### src/rtl/protected_operand_issuer.sv
// Initiator for the protected 3-op adder: encodes requests onto a parity/one-hot bus,
// samples the adder's two-rail error code, retries failed attempts and returns a response.
module protected_operand_issuer #(
  parameter int WIDTH     = 3,
  parameter int SETTLE    = 2,
  parameter int MAX_RETRY = 2
) (
  input  logic             clk,
  input  logic             rst_n,
  input  logic             req_valid,
  output logic             req_ready,
  input  logic [1:0]       req_op,
  input  logic [WIDTH-1:0] req_a,
  input  logic [WIDTH-1:0] req_b,
  input  logic [1:0]       inj_fault,
  output logic             resp_valid,
  input  logic             resp_ready,
  output logic [WIDTH-1:0] resp_sum,
  output logic             resp_cout,
  output logic             resp_err,
  output logic [1:0]       resp_retries,
  output logic [7:0]       err_cnt,
  output logic [WIDTH-1:0] a_o,
  output logic [WIDTH-1:0] b_o,
  output logic             par_o,
  output logic [2:0]       c_o,
  input  logic [WIDTH-1:0] x_i,
  input  logic             xc_i,
  input  logic [1:0]       xe_i
);
  localparam int SW = (SETTLE > 1) ? $clog2(SETTLE) : 1;

  typedef enum logic [1:0] {IDLE = 2'd0, DRIVE = 2'd1, GAP = 2'd2, RESP = 2'd3} state_t;

  state_t           state_q, state_d;
  logic [SW-1:0]    settle_q, settle_d;
  logic [1:0]       retry_q, retry_d;
  logic [WIDTH-1:0] a_lat_q, a_lat_d, b_lat_q, b_lat_d;
  logic [1:0]       op_lat_q, op_lat_d;
  logic             req_ready_q, req_ready_d, resp_valid_q, resp_valid_d;
  logic [WIDTH-1:0] resp_sum_q, resp_sum_d;
  logic             resp_cout_q, resp_cout_d, resp_err_q, resp_err_d;
  logic [1:0]       resp_retries_q, resp_retries_d;
  logic [7:0]       err_cnt_q, err_cnt_d;
  logic [WIDTH-1:0] a_o_q, a_o_d, b_o_q, b_o_d;
  logic             par_o_q, par_o_d;
  logic [2:0]       c_o_q, c_o_d;

  logic accept, sample, xe_ok, retry_left;

  assign accept     = req_valid && req_ready_q;
  assign sample     = (state_q == DRIVE) && (settle_q == SW'(SETTLE - 1));
  assign xe_ok      = (xe_i == 2'b10);
  assign retry_left = (retry_q < 2'(MAX_RETRY));

  // Returns {c, par}; fault injection corrupts parity and/or the one-hot control.
  function automatic logic [3:0] encode(input logic [WIDTH-1:0] a, input logic [WIDTH-1:0] b,
                                        input logic [1:0] op, input logic [1:0] inj);
    logic [2:0] c;
    logic       par;
    c   = (op == 2'b00) ? 3'b001 : (op == 2'b01) ? 3'b010 : 3'b100;
    par = ~^{a, b};
    if (inj[1]) c = 3'b011;
    if (inj[0]) par = ~par;
    return {c, par};
  endfunction

  always_ff @(posedge clk or negedge rst_n) begin
    if (!rst_n) begin
      state_q        <= IDLE;
      settle_q       <= '0;
      retry_q        <= '0;
      a_lat_q        <= '0;
      b_lat_q        <= '0;
      op_lat_q       <= '0;
      req_ready_q    <= 1'b1;
      resp_valid_q   <= 1'b0;
      resp_sum_q     <= '0;
      resp_cout_q    <= 1'b0;
      resp_err_q     <= 1'b0;
      resp_retries_q <= '0;
      err_cnt_q      <= '0;
      a_o_q          <= '0;
      b_o_q          <= '0;
      par_o_q        <= 1'b1;
      c_o_q          <= '0;
    end else begin
      state_q        <= state_d;
      settle_q       <= settle_d;
      retry_q        <= retry_d;
      a_lat_q        <= a_lat_d;
      b_lat_q        <= b_lat_d;
      op_lat_q       <= op_lat_d;
      req_ready_q    <= req_ready_d;
      resp_valid_q   <= resp_valid_d;
      resp_sum_q     <= resp_sum_d;
      resp_cout_q    <= resp_cout_d;
      resp_err_q     <= resp_err_d;
      resp_retries_q <= resp_retries_d;
      err_cnt_q      <= err_cnt_d;
      a_o_q          <= a_o_d;
      b_o_q          <= b_o_d;
      par_o_q        <= par_o_d;
      c_o_q          <= c_o_d;
    end
  end

  always_comb begin
    state_d = state_q;
    unique case (state_q)
      IDLE:  if (accept) state_d = (req_op == 2'b11) ? RESP : DRIVE;
      DRIVE: if (sample) state_d = (xe_ok || !retry_left) ? RESP : GAP;
      GAP:   state_d = DRIVE;
      RESP:  if (resp_ready) state_d = IDLE;
    endcase
  end

  always_comb begin
    settle_d       = settle_q;
    retry_d        = retry_q;
    a_lat_d        = a_lat_q;
    b_lat_d        = b_lat_q;
    op_lat_d       = op_lat_q;
    resp_sum_d     = resp_sum_q;
    resp_cout_d    = resp_cout_q;
    resp_err_d     = resp_err_q;
    resp_retries_d = resp_retries_q;
    err_cnt_d      = err_cnt_q;
    a_o_d          = '0;
    b_o_d          = '0;
    {c_o_d, par_o_d} = 4'b0001;
    req_ready_d    = (state_d == IDLE);
    resp_valid_d   = (state_d == RESP);

    if (state_q == IDLE && accept) begin
      a_lat_d  = req_a;
      b_lat_d  = req_b;
      op_lat_d = req_op;
      retry_d  = '0;
      settle_d = '0;
      if (req_op == 2'b11) begin
        resp_sum_d     = '0;
        resp_cout_d    = 1'b0;
        resp_err_d     = 1'b1;
        resp_retries_d = '0;
      end else begin
        a_o_d = req_a;
        b_o_d = req_b;
        {c_o_d, par_o_d} = encode(req_a, req_b, req_op, inj_fault);
      end
    end

    if (state_q == GAP) begin
      settle_d = '0;
      a_o_d    = a_lat_q;
      b_o_d    = b_lat_q;
      {c_o_d, par_o_d} = encode(a_lat_q, b_lat_q, op_lat_q, 2'b00);
    end

    if (state_q == DRIVE) begin
      if (!sample) begin
        settle_d = settle_q + SW'(1);
        a_o_d    = a_o_q;
        b_o_d    = b_o_q;
        c_o_d    = c_o_q;
        par_o_d  = par_o_q;
      end else begin
        resp_sum_d     = x_i;
        resp_cout_d    = xc_i;
        resp_err_d     = 1'b0;
        resp_retries_d = retry_q;
        if (!xe_ok) begin
          if (err_cnt_q != 8'hFF) err_cnt_d = err_cnt_q + 8'd1;
          if (retry_left) retry_d = retry_q + 2'd1;
          else resp_err_d = 1'b1;
        end
      end
    end
  end

  assign req_ready    = req_ready_q;
  assign resp_valid   = resp_valid_q;
  assign resp_sum     = resp_sum_q;
  assign resp_cout    = resp_cout_q;
  assign resp_err     = resp_err_q;
  assign resp_retries = resp_retries_q;
  assign err_cnt      = err_cnt_q;
  assign a_o          = a_o_q;
  assign b_o          = b_o_q;
  assign par_o        = par_o_q;
  assign c_o          = c_o_q;
endmodule
### config.mk
export PLATFORM = sky130hd
export DESIGN_NAME = protected_operand_issuer
export DESIGN_NICKNAME = d
export VERILOG_FILES = /design/src/rtl/protected_operand_issuer.sv
export SDC_FILE = /design/constraint.sdc
export NUM_CORES = 1
export LEC_CHECK = 0
export BUFFER_PORTS_ARGS = -buffer_cell sky130_fd_sc_hd__buf_2
export CORE_MARGIN = 1.5
export CORE_UTILIZATION = 41
export CTS_CLUSTER_SIZE = 14
export DETAILED_ROUTE_END_ITERATION = 8
export PLACE_DENSITY = 0.67
export RECOVER_POWER = 25
export REMOVE_ABC_BUFFERS = 1
export SYNTH_ARGS = -nofsm -noshare
export SYNTH_HDL_FRONTEND = slang
export SYNTH_SLANG_ARGS = --single-unit
### constraint.sdc
create_clock -name clk -period 4.75 [get_ports clk]
set_clock_uncertainty 0.15 [all_clocks]
set_input_delay 0.95 -clock clk [delete_from_list [all_inputs] [get_ports clk]]
set_output_delay 0.95 -clock clk [all_outputs]
set_load 0.01 [all_outputs]
==> flow_summary.yaml <==
clock_network:
  cts_root_buf: "clkbuf_8"
  hold_buffers: 0
  post_cts_buffers: 0
  h-tree-depth: 2
  cts_tree: "done"
  cts_inserted_buffers: 5
  cts.sinks: 40
  clk_pin_slew_ps: 70
  clk_latency_ps: 290
  clock_path_buffers: 2
  cts-resized-gates: 0
die:
  coreArea_sq_um: 4320
  fp.dieArea_sq_um: 4890
  rows: 24
  die_w_microns: 69.9
  fp.dieH_microns: 69.9
  io-pin-count: 47
  initial_utilization: 0.425
run:
  max-cap-violations: 1
yosys:
  yosys.area.top_type_share: 0.518
  synth_edf_count: 0
  syn-cell-area_sq_um: 1840
  syn_inst: 178
  synth_area_leaders: "dfrtp_1, nand2_1, nor2_1"
  ys_ff_latch: 40
  synth_area_per_cell_sq_um: 10.3
  ys_async_sr_fraction: 1.00
  synth_common_cells: "dfrtp_1, nand2_1, nor2_1"
  synth_largest_area_cell: "dfrtp_1"
  synth_most_common_cell: "dfrtp_1"
  yosys_warnings: 0
  synth-main-ff-cell: "dfrtp_1"
  yosysSeqAreaShare: 0.546
  synthDistinctLibCells: 39
sta:
  setup_slack_ps: 2170
  fin_crit_sh: 0.544
  final-max-slew-violation-count: 41
  tightest_slew_ps: 2070
  max_slew_margin: -0.380
  setup_viol: 0
  hold_viol: 0
  rsz0062_at_grt: "no"
  post-route-min-period_ps: 2580
  fmax_ghz: 0.387
  final.setup.tns_ps: 0
finish:
  fin_nets: 247
  drive_gt1_frac: 0.260
  utilization: 0.508
  final_cells: 279
  diodes: 0
  syn_to_final_growth_pct: 19.7
place:
  io_buffers: 46
  post-place-ws_ps: 2230
  gp_congestion: 0.772
  dp_cells: 271
  dp.final_hpwl_microns: 2630
grt:
  grt_pass1_vias: 1431
  antenna_found_initial: 0
  grt_max_degree: 41
  grt_usage: 0.167
  grt_pass1_wl_microns: 6520
  globalRoute.totalOverflow: 0
power:
  power.density_nw_per_um2: 626
  p_clk_frac: 0.167
  switching_share: 0.380
  leakagePower_nw: 1.12
  intPower_w: 0.000853
  ir_worst_vdd_mv: 0.351
  combPwrFrac: 0.388
  total_power_w: 0.00138
  seqPwrFrac: 0.444
  switchingPower_w: 0.000523
detailed_routing:
  drt_first_pass_iters: 4
  dr_total_vias: 1430
  drtIter0Drc: 103
  post-route-drc-count: 0
  wl_per_cell_microns: 13.6
  postRouteAntennaNets: 0
  drt_wl_total_microns: 3780
  via_per_inst: 5.13
worst_hold_path:
  worst_hold_path.endpoint: "a_o[2]"
  min_path_type: "reg2reg"
  holdPathStages: 2
  min_from: "a_o[2]"
setup_path:
  critPathKind: "in2async"
  r2r-end: "resp_retries[1]"
  cp-end-kind: "asynchronous set/reset pin"
  slowest_delay_ps: 1450
  crit_fanout: 40
  critPathSlowestCell: "clkbuf_1"
  ff2ff_path_depth: 4
  crit_path_cell_trace: "clkbuf_1"
  startpoint_type: "input port"
  timing.rr.start: "state_q[0]"
  cp_top_family: "buffers and inverters"
  required_ps: 4590
  crit_arrival_ps: 2420
  crit_buf_inv: 1
  r2r_setup_slack_ps: 2690
run_status:
  status: "complete, but fails checks"
  violations: "max-capacitance violations, max-slew violations"
==> per-layer routing <==
metal,global-route usage,vias up,part of all wire
li1,-,720,-
met1,0.218,663,0.48
met5,0,-,0
met3,0.0462,5,0.051
met2,0.271,42,0.46
met4,0.0513,0,0.013
==> area by class of cell <==
class / instances / area, sq um
Sequential cell: 40 / 1000
Tap cell: 52 / 65.1
Clock inverter: 2 / 10.0
Clock buffer: 6 / 82.6
Multi-Input combinational cell: 128 / 790
Fill cell: 430 / 2130
Timing Repair Buffer: 46 / 229
Inverter: 5 / 18.8
==> placed cells by master (no fill, tap or decap), types with 3 or more instances in the layout <==
master,Yosys,final
nor2_1,21,21
o21ai_0,8,8
a32oi_1,3,3
a221oi_1,6,6
a21oi_1,4,4
nand4_1,4,4
xor2_1,3,3
inv_1,5,5
clkbuf_8,0,6
a22o_1,6,6
nand2_1,37,37
buf_2,2,45
dfrtp_1,38,38
xnor2_1,8,8
==> through the flow <==
| step | cell area (sq um) | hold WS [ps] |
|---|---|---|
| 2_1_floorplan | 1810 | 317 |
| 6_report | 2200 | 341 |
| 3_3_place_gp | 2110 | 328 |
| 3_5_place_dp | 2110 | 326 |
| 5_1_grt | 2200 | 361 |
| 4_1_cts | 2200 | 347 |
==> worst register-to-register path: stages, from the launching register on <==
cell	delay, ps
dfrtp_1	470
nand4bb_1	550
nor2_1	440
nor2_2	130
a22o_1	210
==> cells by family (layout without fill, tap and decap cells) <==
| family | after synthesis | in the layout | synth area share |
|---|---|---|---|
| fa+ha+maj | 1 | 1 | 0.00681 |
| buf+inv | 10 | 59 | 0.0238 |
| simple gates | 77 | 77 | 0.195 |
| xor+xnor | 13 | 13 | 0.0770 |
| flops | 40 | 40 | 0.546 |
| compound gates | 33 | 33 | 0.128 |
| mux | 4 | 4 | 0.0232 |
==> worst max-delay path by stage <==
| stage | startpoint | to | slack (ps) | depth (start not counted) |
|---|---|---|---|---|
| final | rst_n | a_lat_q[0] | 2170 | 1 |
| after global routing | rst_n | a_lat_q[0] | 1660 | 1 |
| after CTS | req_valid | resp_retries[1] | 2520 | 5 |
| after detailed placement | req_valid | resp_retries[0] | 2230 | 5 |
| after global placement | req_valid | resp_retries[0] | 2280 | 5 |
| after floorplan | req_valid | resp_cout | 2670 | 4 |
==> registers in the layout (all words and copies together) (netlist names) <==
register / cells
err_cnt: 8
a_lat_q: 3
a_o: 3
b_lat_q: 3
b_o: 3
c_o: 3
resp_sum: 3
op_lat_q: 2
resp_retries: 2
retry_q: 2
state_q: 2
par_o: 1
req_ready: 1
resp_cout: 1
resp_err: 1
resp_valid: 1
settle_q: 1
==> power by group through the flow <==
stage	logic (W)	registers, W	clock network, W
finish	0.000535	0.000611	0.000231
global route	0.000598	0.000637	0.000252
CTS	0.000543	0.000612	0.000238
detailed placement	0.000540	0.000617	0
global placement	0.000531	0.000615	0
floorplan	0.000326	0.000640	0
Power figures use the tool's default switching activity.
